`src/rtl/axis_pcie_txs_arb.sv`:
```
// axis_pcie_txs_arb: packet-aware N:1 arbiter for the host-bound PCIe TX AXI-S stream.
// A requester keeps ownership from its first beat until the handshake on its tlast beat,
// so TLPs from different sources never interleave on the shared stream.

package axis_pcie_txs_pkg;
    typedef struct packed {
        logic        tvalid;
        logic [63:0] tdata;
        logic        tlast;
        logic [7:0]  tuser;
    } t_axis_pcie_txs;
endpackage

module axis_pcie_txs_arb
    import axis_pcie_txs_pkg::*;
#(
    parameter int NUM_PORTS = 4,
    parameter int ARB_MODE  = 0
) (
    input  logic                             clk,
    input  logic                             rst_n,
    input  t_axis_pcie_txs [NUM_PORTS-1:0]   s_if,
    output logic [NUM_PORTS-1:0]             s_if_tready,
    output t_axis_pcie_txs                   m_if,
    input  logic                             m_if_tready,
    output logic [NUM_PORTS-1:0]             grant,
    output logic                             busy
);

    localparam int IDX_W = $clog2(NUM_PORTS);

    typedef enum logic {
        ST_IDLE = 1'b0,
        ST_BUSY = 1'b1
    } state_t;

    state_t               state;
    state_t               state_nxt;
    logic [NUM_PORTS-1:0] grant_nxt;
    logic [IDX_W-1:0]     owner;
    logic [IDX_W-1:0]     owner_nxt;
    logic [IDX_W-1:0]     rr_ptr;
    logic [IDX_W-1:0]     rr_ptr_nxt;
    logic [NUM_PORTS-1:0] req;
    logic                 win_found;
    logic [IDX_W-1:0]     win_idx;
    logic [IDX_W:0]       cand;
    logic                 pkt_end;

    // Requests are simply the per-port valid bits.
    always_comb begin
        for (int i = 0; i < NUM_PORTS; i++) begin
            req[i] = s_if[i].tvalid;
        end
    end

    // Pick the winner: scan from rr_ptr with wrap in round-robin, from index 0 in fixed priority.
    always_comb begin
        win_found = 1'b0;
        win_idx   = '0;
        cand      = '0;
        for (int k = 0; k < NUM_PORTS; k++) begin
            if (ARB_MODE == 1) begin
                cand = (IDX_W+1)'(k);
            end else begin
                cand = {1'b0, rr_ptr} + (IDX_W+1)'(k);
                if (cand >= (IDX_W+1)'(NUM_PORTS)) begin
                    cand = cand - (IDX_W+1)'(NUM_PORTS);
                end
            end
            if (!win_found && req[cand[IDX_W-1:0]]) begin
                win_found = 1'b1;
                win_idx   = cand[IDX_W-1:0];
            end
        end
    end

    // The owner's tlast handshake closes the packet.
    assign pkt_end = (state == ST_BUSY) && s_if[owner].tvalid && m_if_tready && s_if[owner].tlast;

    // Next-state logic plus the combinational data mux and ready steering.
    always_comb begin
        state_nxt   = state;
        grant_nxt   = grant;
        owner_nxt   = owner;
        rr_ptr_nxt  = rr_ptr;
        m_if        = '0;
        s_if_tready = '0;
        case (state)
            ST_IDLE: begin
                if (win_found) begin
                    state_nxt          = ST_BUSY;
                    grant_nxt          = '0;
                    grant_nxt[win_idx] = 1'b1;
                    owner_nxt          = win_idx;
                    if (ARB_MODE == 0) begin
                        if (win_idx == IDX_W'(NUM_PORTS-1)) begin
                            rr_ptr_nxt = '0;
                        end else begin
                            rr_ptr_nxt = win_idx + 1'b1;
                        end
                    end
                end
            end
            ST_BUSY: begin
                m_if               = s_if[owner];
                s_if_tready[owner] = m_if_tready;
                if (pkt_end) begin
                    state_nxt = ST_IDLE;
                    grant_nxt = '0;
                end
            end
            default: begin
                state_nxt = ST_IDLE;
                grant_nxt = '0;
            end
        endcase
    end

    // State, grant, owner index and round-robin pointer registers.
    always_ff @(posedge clk or negedge rst_n) begin
        if (!rst_n) begin
            state  <= ST_IDLE;
            grant  <= '0;
            owner  <= '0;
            rr_ptr <= '0;
        end else begin
            state  <= state_nxt;
            grant  <= grant_nxt;
            owner  <= owner_nxt;
            rr_ptr <= rr_ptr_nxt;
        end
    end

    assign busy = (state == ST_BUSY);

endmodule
```
`config.mk`:
```
export PLATFORM = sky130hd
export DESIGN_NAME = axis_pcie_txs_arb
export DESIGN_NICKNAME = d
export VERILOG_FILES = /design/src/rtl/axis_pcie_txs_arb.sv
export SDC_FILE = /design/constraint.sdc
export NUM_CORES = 1
export LEC_CHECK = 0
export CORE_AREA = 3 3 149 151
export DETAILED_ROUTE_END_ITERATION = 16
export DIE_AREA = 0 0 152 154
export SLEW_MARGIN = 20
export SYNTH_ARGS = -nofsm -noshare
export SYNTH_HDL_FRONTEND = slang
export SYNTH_SLANG_ARGS = --single-unit
```
`constraint.sdc`:
```
create_clock -name clk -period 1.7 [get_ports clk]
set_input_delay 0.425 -clock clk [delete_from_list [all_inputs] [get_ports clk]]
set_output_delay 0.425 -clock clk [all_outputs]
set_load 0.01 [all_outputs]
```
==> impl_metrics.toml <==
[place]
gp_congestion = 0.919
portBuffers = 381
placed_cells = 892
dpl.hpwl_um = 16100

[sta]
slew_headroom_pct = 71.1
worst_pin_slew_ns = 0.432
drv_slew = 0
rsz0062_at_grt = "true"
finalClockSkew_ns = 0.000613
layout_setup_ws_ns = -0.581
final.period_utilization_pct = 134
max_clock_freq_mhz = 438
tns_ns = -40.59
hold_violations = 0
setup_viol = 83
layout_min_cycle_time_ns = 2.28

[job]
drv_cap = 0

[global_routing]
grt_use_met3_pct = 3.29
grt_pass1_wl_um = 27900
grt_pass1_vias = 4336
grt-busiest-layer = "met2"
met2_usage_pct = 27.9
met1_usage_pct = 18.7
grt-ovfl-total = 0
antenna_found_initial = 2
grt_max_degree = 39
grtUsageTotal_pct = 15.2

[yosys]
synth_area_um2 = 2840
synth-seq-cells = 9
ys_warn_count = 0
synth_top_area_share_pct = 58.0
syn_avg_cell_area_um2 = 12.3
ys_seq_area_share_pct = 7.94
async_flop_share_pct = 100
synth_ff_type = "dfrtp_1"
synthTopCellsByArea = "mux4_2 58%, and2_1 16%, dfrtp_1 7.9%"
synth_nets = 533
yosysTopAreaCell = "mux4_2"
synth_cells = 230
synth.distinct_cells = 27
synth_edf_count = 0

[clock_tree]
cts-root-buf = "clkbuf_16"
cts_sinks = 9
cts_hold_buf = 0
cts_tree = "built"
clockBufferDepth = 2
cts.clk_slew.worst_paths_ns = 0.04
numCtsBuffers = 3
clk_latency_ns = 0.23
cts.htree.levels = 1

[die]
rows = 53
die_x_um = 152
dieArea_um2 = 23400
fp.dieH_um = 154
initial_core_util_pct = 13.5
ios = 382
core_area_um2 = 21000

[power_and_ir_drop]
power_leakage_nw = 3.13
worst_ir_drop_vdd_mv = 0.635
power_density_nw_per_um2 = 1480

[route]
final_antenna_net_count = 0
wl_per_cell_um = 20.7
firstDrtPassIters = 4
drc = 0
drt_iter0_markers = 179
wl_um = 19000
num_vias = 3944
via_per_inst = 4.29

[hold_path]
min_path_type = "in -> async"

[setup_path]
path_max_fanout = 6
cp-start-kind = "register"
crit_path_end_kind = "output pin"
critPathKind = "reg -> out"
crit_arrival_ns = 1.86
worstPathRequired_ns = 1.27

[layout]
nets = 947
drive_gt1_share_pct = 46.7
area_delta_synth_final_pct = 180
final_core_util_pct = 37.9
layoutNonFillerInstCount = 920

[run_status]
failed_checks = "setup timing"
outcome = "finished, violations left"
## Yosys cell counts (4+ instances only)
| master | n |
|---|---|
| dfrtp_1 | 9 |
| mux4_2 | 73 |
| buf_6 | 6 |
| ha_1 | 4 |
| buf_2 | 9 |
| inv_1 | 5 |
| and2_1 | 73 |
| mux2_1 | 4 |
| nor2_1 | 5 |
| clkbuf_1 | 12 |
| nor2b_1 | 5 |
## worst max-delay path, cell delays in order, from the launching register on
cell     delay, ns
dfrtp_4       0.50
buf_12        0.16
buf_12        0.13
buf_12        0.13
mux4_2        0.42
and2_4        0.15
buf_6         0.12
## flip-flops by register name, indices dropped and copies added (netlist names)
signal and cells:
busy 1, grant 4, owner 2, rr_ptr 2
## metrics by stage
| stage | power, mW | instance area [um2] | setup slack, ns | hold WS [ns] |
|---|---|---|---|---|
| 2_1_floorplan | 5.47 | 2990 | -0.105 | 0.129 |
| 4_1_cts | 11.5 | 7810 | -0.622 | 0.509 |
| 3_3_place_gp | 9.72 | 7320 | -0.808 | 0.485 |
| 5_1_grt | 12.5 | 7950 | -0.629 | 0.532 |
| 3_5_place_dp | 9.82 | 7320 | -0.786 | 0.485 |
| 6_report | 11.8 | 7950 | -0.581 | 0.502 |
## worst paths after layout
check / start / endpoint / slack, ns / cells after the start
worst max-delay path: owner[0]$_DFFE_PN0P_ / m_if[45] / -0.58 / 6
worst min-delay path: rst_n / rr_ptr[0]$_DFFE_PN0P_ / 0.50 / 1
worst max register to register: owner[0]$_DFFE_PN0P_ / grant[3]$_DFFE_PN0P_ / -0.38 / 9
worst min register to register: grant[1]$_DFFE_PN0P_ / grant[1]$_DFFE_PN0P_ / 0.51 / 1
max in group asynchronous: rst_n / owner[0]$_DFFE_PN0P_ / 0.86 / 1
min in group clk: grant[1]$_DFFE_PN0P_ / grant[1]$_DFFE_PN0P_ / 0.51 / 1
## layout make-up
type | count | area (um2)
antenna | 2 | 5.00
clock buffer | 4 | 78.8
fill | 2024 | 13000
inverter | 5 | 18.8
multi-input combinational | 189 | 2690
sequential | 9 | 235
tap | 275 | 344
timing repair buffer | 436 | 4580
## layout by cell type, fill, tap and decap left out, drive strengths merged
cell / netlist / layout
a21oi: 4 / 4
clkdlybuf4s50: 0 / 298
bufbuf: 0 / 1
o22a: 1 / 1
dlygate4sd2: 0 / 2
clkbuf: 12 / 5
dfrtp: 9 / 9
nor2b: 5 / 5
inv: 5 / 5
mux2: 6 / 6
ha: 4 / 4
o2bb2a: 1 / 1
clkdlybuf4s15: 0 / 1
o221ai: 1 / 1
diode: 0 / 2
nand2b: 1 / 1
nor4: 1 / 1
and3: 1 / 1
o22ai: 1 / 1
mux2i: 3 / 3
and2: 73 / 73
a21boi: 1 / 1
buf: 15 / 133
o21ai: 3 / 3
nor2: 5 / 5
nand3: 1 / 1
mux4: 73 / 73
nand3b: 1 / 1
nand2: 3 / 3
## cells by family (layout without fill, tap and decap cells)
group,count (synthesis),after routing,share of synthesized area (%)
AOI/OAI and AO/OA,12,12,3.31
adders and majority gates,4,4,1.76
buffers and inverters,32,445,6.22
DFF,9,9,7.94
muxes,82,82,61.4
other,0,2,0
and+or+nand+nor,91,91,19.4
## where the power goes
group	switching (mW)	leakage, nW	internal, mW
logic	3.83	2.99	7.11
registers	0.112	0.108	0.320
clock network	0.101	0.0382	0.313
## metal layers
layer	up-vias	wire (um)
met1	1981	7310
met2	203	10300
li1	1746	-
met4	0	231
met5	-	0
met3	14	1220
## what timing repair did
action,4_1_cts,5_1_grt
pin swaps,77,9
endpoints found under the setup margin,87,84
setup buffers,20,5
gates cloned,3,0
gates resized for setup,445,46
Note: power is estimated with default switching activity, not from simulation.
